`src/rtl/analog_ctrl_sequencer_if.sv`:
```
// APB slave bundle for the analog control-word sequencer.
// Signal names keep the block's port names so the bus reads the same at every level.
interface analog_ctrl_sequencer_if;
    logic        psel_i;
    logic        penable_i;
    logic        pwrite_i;
    logic [5:0]  paddr_i;
    logic [31:0] pwdata_i;
    logic [31:0] prdata_o;
    logic        pready_o;
    logic        pslverr_o;

    modport master (
        output psel_i, penable_i, pwrite_i, paddr_i, pwdata_i,
        input  prdata_o, pready_o, pslverr_o
    );

    modport slave (
        input  psel_i, penable_i, pwrite_i, paddr_i, pwdata_i,
        output prdata_o, pready_o, pslverr_o
    );
endinterface

```
`src/rtl/analog_ctrl_sequencer.sv`:
```
// Plays up to four APB-programmed control words to the analog block, each held
// DWELL+1 cycles, one-shot or looping; presents IDLE_WORD between sequences.
module analog_ctrl_sequencer #(
    parameter int CTRL_W  = 16,
    parameter int DWELL_W = 16
) (
    input  logic                  clk_in,
    input  logic                  reset_int,
    analog_ctrl_sequencer_if.slave apb,
    output logic [CTRL_W-1:0]     control_o,
    output logic                  busy_o,
    output logic                  irq_o
);

    typedef enum logic {
        S_IDLE = 1'b0,
        S_RUN  = 1'b1
    } state_t;

    localparam logic [DWELL_W-1:0] CNT_ONE = {{(DWELL_W-1){1'b0}}, 1'b1};

    // Configuration registers
    logic                r_loop;
    logic [1:0]          r_last;
    logic                r_done;
    logic [DWELL_W-1:0]  r_dwell;
    logic [CTRL_W-1:0]   r_idle_word;
    logic [CTRL_W-1:0]   r_seq [4];

    // Sequencer state
    state_t              r_state;
    state_t              w_state_nxt;
    logic [1:0]          r_idx;
    logic [1:0]          w_idx_nxt;
    logic [DWELL_W-1:0]  r_cnt;
    logic [DWELL_W-1:0]  w_cnt_nxt;
    logic [CTRL_W-1:0]   r_control;
    logic [CTRL_W-1:0]   w_control_nxt;
    logic                r_irq;
    logic                w_irq_nxt;
    logic                w_done_set;

    // APB decode
    logic                w_access;
    logic                w_addr_err;
    logic                w_wr;
    logic [2:0]          w_reg_sel;
    logic                w_wr_ctrl;
    logic                w_start;
    logic                w_stop;
    logic                w_wr_status;
    logic                w_wr_dwell;
    logic                w_wr_idle;
    logic                w_wr_seq;
    logic [CTRL_W-1:0]   w_idle_word;
    logic [1:0]          w_idx_inc;
    logic [31:0]         w_rdata;
    logic                w_unused_apb;

    assign w_access    = apb.psel_i & apb.penable_i;
    assign w_addr_err  = (apb.paddr_i > 6'h1C);
    assign w_wr        = w_access & apb.pwrite_i & ~w_addr_err;
    assign w_reg_sel   = apb.paddr_i[4:2];
    assign w_wr_ctrl   = w_wr && (w_reg_sel == 3'd0);
    assign w_wr_status = w_wr && (w_reg_sel == 3'd1);
    assign w_wr_dwell  = w_wr && (w_reg_sel == 3'd2);
    assign w_wr_idle   = w_wr && (w_reg_sel == 3'd3);
    assign w_wr_seq    = w_wr && w_reg_sel[2];
    // STOP dominates a combined START|STOP write.
    assign w_stop      = w_wr_ctrl & apb.pwdata_i[1];
    assign w_start     = w_wr_ctrl & apb.pwdata_i[0] & ~apb.pwdata_i[1];
    assign w_unused_apb = ^{apb.pwdata_i, apb.paddr_i};

    // A new idle word shows up on the same edge that accepts the write.
    assign w_idle_word = w_wr_idle ? apb.pwdata_i[CTRL_W-1:0] : r_idle_word;
    assign w_idx_inc   = r_idx + 2'd1;

    // NOTE: sequential state uses non-blocking assignments so every flop samples pre-edge values.
    always_ff @(posedge clk_in or negedge reset_int) begin
        if (!reset_int) begin
            r_loop      <= 1'b0;
            r_last      <= 2'd0;
            r_done      <= 1'b0;
            r_dwell     <= '0;
            r_idle_word <= '0;
            // NOTE: the four-entry word store is plain flops, so it is reset like any register.
            for (int i = 0; i < 4; i++) r_seq[i] <= '0;
        end else begin
            if (w_wr_ctrl) begin
                r_loop <= apb.pwdata_i[2];
                r_last <= apb.pwdata_i[5:4];
            end
            if (w_wr_dwell) r_dwell     <= apb.pwdata_i[DWELL_W-1:0];
            if (w_wr_idle)  r_idle_word <= apb.pwdata_i[CTRL_W-1:0];
            if (w_wr_seq)   r_seq[w_reg_sel[1:0]] <= apb.pwdata_i[CTRL_W-1:0];
            if (w_done_set)
                r_done <= 1'b1;
            else if (w_wr_status && apb.pwdata_i[1])
                r_done <= 1'b0;
        end
    end

    always_ff @(posedge clk_in or negedge reset_int) begin
        if (!reset_int) begin
            r_state   <= S_IDLE;
            r_idx     <= 2'd0;
            r_cnt     <= '0;
            r_control <= '0;
            r_irq     <= 1'b0;
        end else begin
            r_state   <= w_state_nxt;
            r_idx     <= w_idx_nxt;
            r_cnt     <= w_cnt_nxt;
            r_control <= w_control_nxt;
            r_irq     <= w_irq_nxt;
        end
    end

    // NOTE: every output of this block is given a default first, so no path can infer a latch.
    always_comb begin
        w_state_nxt   = r_state;
        w_idx_nxt     = r_idx;
        w_cnt_nxt     = r_cnt;
        w_control_nxt = r_control;
        w_irq_nxt     = 1'b0;
        w_done_set    = 1'b0;
        case (r_state)
            S_IDLE: begin
                w_control_nxt = w_idle_word;
                if (w_start) begin
                    w_state_nxt   = S_RUN;
                    w_idx_nxt     = 2'd0;
                    w_control_nxt = r_seq[0];
                    w_cnt_nxt     = r_dwell;
                end
            end
            S_RUN: begin
                if (w_stop) begin
                    w_state_nxt   = S_IDLE;
                    w_control_nxt = w_idle_word;
                end else if (r_cnt != '0) begin
                    w_cnt_nxt = r_cnt - CNT_ONE;
                end else if (r_idx < r_last) begin
                    w_idx_nxt     = w_idx_inc;
                    w_control_nxt = r_seq[w_idx_inc];
                    w_cnt_nxt     = r_dwell;
                end else if (r_loop) begin
                    w_idx_nxt     = 2'd0;
                    w_control_nxt = r_seq[0];
                    w_cnt_nxt     = r_dwell;
                end else begin
                    // Last step finished (also covers LAST lowered below IDX mid-run).
                    w_state_nxt   = S_IDLE;
                    w_control_nxt = w_idle_word;
                    w_done_set    = 1'b1;
                    w_irq_nxt     = 1'b1;
                end
            end
            default: w_state_nxt = S_IDLE;
        endcase
    end

    always_comb begin
        w_rdata = '0;
        if (apb.psel_i && !apb.pwrite_i && !w_addr_err) begin
            case (w_reg_sel)
                3'd0: begin
                    w_rdata[2]   = r_loop;
                    w_rdata[5:4] = r_last;
                end
                3'd1: begin
                    w_rdata[0]   = (r_state == S_RUN);
                    w_rdata[1]   = r_done;
                    w_rdata[5:4] = r_idx;
                end
                3'd2:    w_rdata[DWELL_W-1:0] = r_dwell;
                3'd3:    w_rdata[CTRL_W-1:0]  = r_idle_word;
                default: w_rdata[CTRL_W-1:0]  = r_seq[w_reg_sel[1:0]];
            endcase
        end
    end

    assign apb.prdata_o  = w_rdata;
    assign apb.pready_o  = 1'b1;
    assign apb.pslverr_o = w_access & w_addr_err;

    assign control_o = r_control;
    assign busy_o    = (r_state == S_RUN);
    assign irq_o     = r_irq;

endmodule

```
`src/flat_wrapper.sv`:
```
// flat-port wrapper written by rule: the top's interface ports become plain ports
module analog_ctrl_sequencer_flat 
#(
    parameter int CTRL_W  = 16,
    parameter int DWELL_W = 16
)
  (clk_in, reset_int, control_o, busy_o, irq_o, apb_psel_i, apb_penable_i, apb_pwrite_i, apb_paddr_i, apb_pwdata_i, apb_prdata_o, apb_pready_o, apb_pslverr_o);
  analog_ctrl_sequencer_if apb_i ();
  input  logic clk_in;
  input  logic reset_int;
  output logic [CTRL_W-1:0] control_o;
  output logic busy_o;
  output logic irq_o;
  input wire logic [$bits(apb_i.psel_i)-1:0] apb_psel_i;
  input wire logic [$bits(apb_i.penable_i)-1:0] apb_penable_i;
  input wire logic [$bits(apb_i.pwrite_i)-1:0] apb_pwrite_i;
  input wire logic [$bits(apb_i.paddr_i)-1:0] apb_paddr_i;
  input wire logic [$bits(apb_i.pwdata_i)-1:0] apb_pwdata_i;
  output wire logic [$bits(apb_i.prdata_o)-1:0] apb_prdata_o;
  output wire logic [$bits(apb_i.pready_o)-1:0] apb_pready_o;
  output wire logic [$bits(apb_i.pslverr_o)-1:0] apb_pslverr_o;
  assign apb_i.psel_i = apb_psel_i;
  assign apb_i.penable_i = apb_penable_i;
  assign apb_i.pwrite_i = apb_pwrite_i;
  assign apb_i.paddr_i = apb_paddr_i;
  assign apb_i.pwdata_i = apb_pwdata_i;
  assign apb_prdata_o = apb_i.prdata_o;
  assign apb_pready_o = apb_i.pready_o;
  assign apb_pslverr_o = apb_i.pslverr_o;
  analog_ctrl_sequencer #(.CTRL_W(CTRL_W), .DWELL_W(DWELL_W)) u_core (.clk_in(clk_in), .reset_int(reset_int), .apb(apb_i), .control_o(control_o), .busy_o(busy_o), .irq_o(irq_o));
endmodule
```
`config.mk`:
```
export PLATFORM = sky130hd
export DESIGN_NAME = analog_ctrl_sequencer_flat
export DESIGN_NICKNAME = d
export VERILOG_FILES = /design/src/rtl/analog_ctrl_sequencer_if.sv /design/src/rtl/analog_ctrl_sequencer.sv /design/src/flat_wrapper.sv
export SDC_FILE = /design/constraint.sdc
export NUM_CORES = 1
export LEC_CHECK = 0
export CAP_MARGIN = 30
export CORE_MARGIN = 8
export CORE_UTILIZATION = 30
export CTS_BUF_LIST = sky130_fd_sc_hd__clkbuf_16
export DETAILED_ROUTE_END_ITERATION = 16
export MAX_ROUTING_LAYER = met4
export SYNTH_ARGS = -nofsm -noshare
export SYNTH_HDL_FRONTEND = slang
export SYNTH_SLANG_ARGS = --single-unit
```
`constraint.sdc`:
```
create_clock -name clk_in -period 3.25 [get_ports clk_in]
set_input_delay 0.65 -clock clk_in [delete_from_list [all_inputs] [get_ports clk_in]]
set_output_delay 0.65 -clock clk_in [all_outputs]
set_load 0.1 [all_outputs]
```
==> summary.txt, run 1 <==
Tmin final - 3.09 ns
Portion of netlist area occupied by mux cells - 27.1%
Gate power share - 29.3%
Synth Area in XOR/XNOR - 0%
Slowest stage cell, crit path - clkdlybuf4s50_1
Global placement routability congestion - 0.769
Worst hold path type - input pin to asynchronous set/reset pin
CTS clk-pin slew, worst paths - 0.06 ns
Hold violation count in the final report - 0
Crit-path most repeated cell - buf_12
Crit path launch type - input pin
DP HPWL - 14900 um
Worst Max-Slew Pin Slew - 0.909 ns
Clock buffer depth - 2
#FFs+latches synth - 136
Post-CTS repair timing setup buffer count - 0
Area growth syn-to-layout - 25.0%
Cts hold-fix bufs - 0
FF/Latch Area - 0.00340 mm2
Skew final - 0.0102 ns
Critical Path, Cell by Cell - clkdlybuf4s50_1 -> buf_12 -> nor2b_1 -> buf_4 -> a22oi_1 -> nor2_1 -> buf_12
Status - complete, no violations
Final Max Slew Viols - 0
R2R Setup Slk - 0.78 ns
Period Utilization, post-route - 95.1%
Kind of cell adding the most delay to the critical path - buffers and inverters
Ant diodes - 0
Drt pass-1 iters - 4
Peak supply drop - 0.345 mV
Gr ovfl total - 0
CP max stage delay - 0.53 ns
Avg Cell Area, Syn - 12.0 um2
Sum Neg Setup Slack - 0 ns
Fmax - 324 MHz
Sink Count - 136
Seq/Total Area, Yosys - 44.4%
CTS tree - built
GRT Total Usage - 14.7%
Via/cell ratio - 5.44
Largest family of logic cells by synthesized area - multiplexers
Psw - 2160 uW
Die height - 176 um
Commonest cells after routing, fill and taps aside - dfrtp_1, mux2_2, buf_4
Vias in the first global route - 5968
Fraction of layout cells with a size suffix above 1 - 34.6%
Root Driver - clkbuf_16
Remaining DRCs - 0
Rows - 58
Max FO, Critical Path - 19
# fillers - 2417
Worst path bufs/invs - 4
Initial DRC count - 293
Pwr/cell area - 632 mW/mm2
Switch share - 35.7%
Yosys Warn Count - 0
Primary FF master, synth - dfrtp_1
Simple-Gate Fraction of Synth Area - 10.5%
Area of the multi-input gates - 0.00395 mm2
Port Buffers - 61
DRT Wirelength - 21600 um
Post-synth cell types - 58
Cts repair resizes - 0
First-pass GRT wire length - 34600 um
Largest net degree at the start of global routing - 72
Antenna violations before repair - 0
Async S/R FF share, synth - 100%
Vias - 5708
Die width - 176 um
Crit end category - output pin
Leak - 0.00411 uW
Synth Area in Compound Gates - 12.2%
CP Class - input pin to output pin
Unrepaired setup endpoints after global routing - false
Max-cap viol count - 0
Die area - 0.0309 mm2
Routed length per instance - 20.6 um
Worst Path Required - 2.60 ns
Final nets - 752
Clock group share of total power - 32.0%
CTS Buf Count - 17
Arrival time at the worst endpoint - 2.44 ns
Seq pwr share - 38.7%
Hold WS - 0.259 ns
Initial Util - 30.5%
Number of synthesized flops with an enable pin - 0
Post-synthesis cell area - 0.00767 mm2
Internal power - 3890 uW
H-tree lvl count - 4
Adder-Cell Fraction of Synth Area - 0.489%
Most common cell after layout, fill and taps aside - dfrtp_1
I/O pins - 95
Final setup vio count - 0
Mapped Cells - 639
Slew HR - 39.2%
Core area - 0.0251 mm2
Post-route ant nets - 0
Skew-Pair Late Insertion Delay - 0.42 ns
state kept, by name, summed over array words and instances (netlist names):
register,count
u_core.r_seq,64
u_core.control_o,16
u_core.r_cnt,16
u_core.r_dwell,16
u_core.r_idle_word,16
u_core.r_idx,2
u_core.r_last,2
u_core.busy_o,1
u_core.irq_o,1
u_core.r_done,1
u_core.r_loop,1
logic make-up after synthesis:
family	count (synthesis)
muxes	151
buffers and inverters	80
AOI/OAI and AO/OA	128
and+or+nand+nor	139
adders and majority gates	3
DFF	136
other	2
per-stage QoR:
step / instances / total power, uW / setup WS (ns) / utilization [%] / instance area [um2]
after floorplan: 654 / 3590 / -0.329 / - / 7750
after global placement: 1017 / 4120 / 0.148 / 35.8 / 9000
after detailed placement: 1017 / 4150 / 0.157 / 35.8 / 9000
after CTS: 1049 / 6090 / 0.136 / 38.2 / 9580
after global routing: 1049 / 6340 / 0.0633 / 38.2 / 9580
final: 1049 / 6060 / 0.160 / 38.2 / 9580
power by group through the flow:
stage	combinational, uW	clock (uW)	sequential [uW]
3_5_place_dp	1780	0	2360
5_1_grt	1910	2040	2390
4_1_cts	1790	1970	2340
6_report	1780	1940	2350
3_3_place_gp	1760	0	2350
2_1_floorplan	1010	0	2590
cell usage after synthesis (4+ instances only):
library cell | instances | area (um2)
mux2i_1 | 5 | 50.1
nand2_1 | 12 | 45.0
a2bb2oi_1 | 4 | 35.0
o211ai_1 | 17 | 128
and3_1 | 16 | 100
o21ai_0 | 8 | 40.0
o22ai_1 | 8 | 50.1
mux4_2 | 34 | 766
a22oi_1 | 19 | 143
buf_4 | 19 | 143
a31oi_1 | 19 | 119
dfrtp_1 | 136 | 3400
mux2_1 | 20 | 225
mux2_2 | 92 | 1040
nand3_1 | 6 | 30.0
buf_2 | 12 | 60.1
nor2_1 | 44 | 165
nor4_1 | 7 | 43.8
clkbuf_1 | 30 | 113
a21oi_1 | 12 | 60.1
nand4_1 | 8 | 50.1
o22a_1 | 7 | 61.3
a221oi_1 | 16 | 140
nand2b_1 | 19 | 119
nor3_1 | 6 | 30.0
inv_1 | 13 | 48.8
worst paths after layout:
path / start / to / cells past startpoint
max in group asynchronous: reset_int / u_core.r_cnt[1] / 3
worst min register to register: u_core.r_seq[27] / u_core.r_seq[27] / 1
worst max-delay path: apb_paddr_i[3] / apb_prdata_o[6] / 7
worst min-delay path: reset_int / u_core.control_o[11] / 1
min in group clk_in: u_core.r_seq[27] / u_core.r_seq[27] / 1
worst max register to register: u_core.r_cnt[0] / u_core.r_cnt[9] / 8
area by class of cell:
type	instances	share of cell area, %
well taps	330	4.31
multi-input cells	438	41.2
clock buffers	17	4.44
flip-flops and latches	136	35.5
clock inverters	15	1.68
repair buffers	99	12.3
inverters	14	0.548
worst reg2reg max path, stage by stage, from the launching register on:
cell and delay [ns]:
dfrtp_1 0.37, inv_1 0.09, ha_1 0.20, nor4b_1 0.15, and4_1 0.23, nor2_1 0.72
buf_4 0.28, a41oi_1 0.12, o22a_1 0.21
per-layer routing:
| metal | wire [um] | part of all wire (%) | GRT usage [%] | vias to the layer above |
|---|---|---|---|---|
| met5 | 0 | 0 | - | - |
| met4 | 412 | 1.9 | 4.91 | 0 |
| met3 | 873 | 4.0 | 2.15 | 39 |
| met2 | 11100 | 51 | 24.6 | 156 |
| met1 | 9280 | 43 | 18.0 | 2950 |
| li1 | - | - | - | 2563 |
(Power assumes the default switching activity.)
==> run 2: changes to the inputs <==
Settings changed: HOLD_SLACK_MARGIN from default to 0.12, TNS_END_PERCENT from default to 5.
==> run 2 against run 1 <==
  * Register-to-register slack improved by 0.20 ns
  * Clock power fell by 12%
  * Critical endpoint is now apb_prdata_o[15]
  * Highest routed layer unchanged
  * Utilization fell by 0.62 points
  * Sequential power fell by 2%
==> summary.txt, run 2 (synthesized netlist as in run 1, its figures left out) <==
Global placement routability congestion - 0.892 (+16%)
Vias - 5715 (+0.12%)
First-pass GRT wire length - 34600 um (unchanged)
Final Max Slew Viols - 0 (unchanged)
Via/cell ratio - 5.44 (about the same)
# fillers - 2497 (+3.3%)
Fin worst setup slack - 0.135 ns (-0.0252 ns)
Psw - 2120 uW (-2.0%)
Drt pass-1 iters - 5 (+1)
Die width - 176 um (unchanged)
Fraction of layout cells with a size suffix above 1 - 32.9% (-1.7 points)
Gr ovfl total - 0 (unchanged)
DRT Wirelength - 21900 um (+1.3%)
Final nets - 756 (+0.53%)
Tmin final - 3.12 ns (+0.0252 ns)
Leak - 0.00409 uW (-0.47%)
CP Class - input pin to output pin
Skew-Pair Late Insertion Delay - 0.43 ns (about the same)
Switch share - 36.5% (+0.71 points)
Area of the multi-input gates - 0.00392 mm2 (-0.63%)
Most flop-heavy register - u_core.r_seq
Max FO, Critical Path - 32 (+13)
Post-CTS repair timing setup buffer count - 0 (unchanged)
Final setup vio count - 0 (unchanged)
Cts repair resizes - 0 (unchanged)
Skew final - 0.0105 ns (+0.000332 ns)
Core area - 0.0251 mm2 (unchanged)
CTS Buf Count - 17 (unchanged)
Antenna violations before repair - 0 (unchanged)
Worst r2r src - u_core.r_idx[0]
Vias in the first global route - 5889 (-1.3%)
CTS clk-pin slew, worst paths - 0.05 ns (about the same)
Period Utilization, post-route - 95.9% (+0.78 points)
Commonest cells after routing, fill and taps aside - dfrtp_1, mux2_2, buf_4
Gate power share - 31.2% (+1.9 points)
R2R Setup Slk - 0.98 ns (+0.20 ns)
Port Buffers - 61 (unchanged)
Arrival time at the worst endpoint - 2.47 ns (+0.03 ns)
RR Endpoint - u_core.control_o[1]
FF/Latch Area - 0.00340 mm2 (unchanged)
H-tree lvl count - 4 (unchanged)
Internal power - 3700 uW (-5.0%)
Final Core Density - 37.5% (-0.62 points)
Die height - 176 um (unchanged)
Max reg flops - 64 (unchanged)
Cts hold-fix bufs - 0 (unchanged)
Ant diodes - 0 (unchanged)
Fmax - 321 MHz (-0.81%)
Unrepaired setup endpoints after global routing - false
Remaining DRCs - 0 (unchanged)
Root Driver - clkbuf_16
Worst Max-Slew Pin Slew - 0.697 ns (-0.211 ns)
Rows - 58 (unchanged)
Setup WS pre-CTS - 0.125 ns (-0.0313 ns)
Crit end category - output pin
Post-route ant nets - 0 (unchanged)
Status - complete, no violations
Routed length per instance - 20.9 um (+1.2%)
Peak supply drop - 0.416 mV (+21%)
Area growth syn-to-layout - 22.9%
I/O pins - 95 (unchanged)
Most common cell after layout, fill and taps aside - dfrtp_1
Sink Count - 136 (unchanged)
Initial DRC count - 418 (+43%)
Pwr/cell area - 617 mW/mm2 (-2.3%)
Reg2Reg Depth - 7 (-1)
Seq pwr share - 39.6% (+0.9 points)
Max-cap viol count - 0 (unchanged)
DP HPWL - 14800 um (-0.76%)
Worst Path Required - 2.60 ns (about the same)
Worst hold path type - input pin to asynchronous set/reset pin
Hold violation count in the final report - 0 (unchanged)
Initial Util - 30.5% (unchanged)
GRT Total Usage - 14.9% (+0.18 points)
CTS tree - built
Clock group share of total power - 29.2% (-2.8 points)
Crit path launch type - input pin
Slew HR - 53.5% (+14 points)
Clock buffer depth - 2 (unchanged)
Die area - 0.0309 mm2 (unchanged)
Largest net degree at the start of global routing - 70 (-2.8%)
## run 2: changes by cell type in the layout (fill, tap and decap cells not counted), sizes merged
cell / previous run / this run
buf: 75 / 79
inv: 17 / 19
clkinv: 5 / 6
bufinv: 3 / 1
clkinvlp: 4 / 0
## run 2: routing by layer
metal | vias up | GRT usage [%] | wire length (um)
li1 | 2574 | - | -
met1 | 2912 | 18.6 | 9470
met2 | 196 | 23.4 | 10800
met3 | 33 | 2.73 | 1110
met4 | 0 | 6.22 | 502
met5 | - | - | 0
## run 2: final cells by class
cell class,instances,share of cell area [%]
Clock inverter,12,0.796
Clock buffer,17,4.51
Inverter,14,0.557
Multi-Input combinational cell,438,41.6
Sequential cell,136,36.1
Timing Repair Buffer,103,12.0
Tap cell,330,4.38
## run 2: worst max-delay path by stage
stage | from | end | slack (ns) | depth (start not counted)
2_1_floorplan | apb_paddr_i[2] | apb_prdata_o[0] | -0.44 | 7
3_3_place_gp | apb_paddr_i[3] | apb_prdata_o[15] | 0.14 | 7
3_5_place_dp | apb_paddr_i[3] | apb_prdata_o[15] | 0.13 | 7
4_1_cts | apb_paddr_i[3] | apb_prdata_o[15] | 0.13 | 7
5_1_grt | apb_paddr_i[3] | apb_prdata_o[15] | 0.04 | 7
6_report | apb_paddr_i[3] | apb_prdata_o[15] | 0.13 | 7
## run 2: worst max-delay path: stages
cell and delay (ns):
clkdlybuf4s50_1 0.53, buf_12 0.24, nor2b_1 0.16, buf_4 0.24, a22oi_1 0.10, nor2_1 0.30
buf_12 0.23
## run 2: stage by stage
| step | total power (uW) | area [um2] | TNS [ns] | hold slack [ns] | std cells |
|---|---|---|---|---|---|
| 2_1_floorplan | 3590 | 7730 | -4.92 | 0.354 | 654 |
| 3_3_place_gp | 4090 | 8930 | 0 | 0.466 | 1021 |
| 3_5_place_dp | 4130 | 8930 | 0 | 0.468 | 1021 |
| 4_1_cts | 5840 | 9430 | 0 | 0.260 | 1050 |
| 5_1_grt | 6100 | 9430 | 0 | 0.280 | 1050 |
| 6_report | 5820 | 9430 | 0 | 0.220 | 1050 |
## run 2: power groups by stage
| stage | Sequential, uW | Combinational (uW) | Clock (uW) |
|---|---|---|---|
| floorplan | 2590 | 1000 | 0 |
| global placement | 2310 | 1780 | 0 |
| detailed placement | 2320 | 1810 | 0 |
| CTS | 2300 | 1810 | 1730 |
| global route | 2360 | 1940 | 1800 |
| finish | 2310 | 1810 | 1700 |
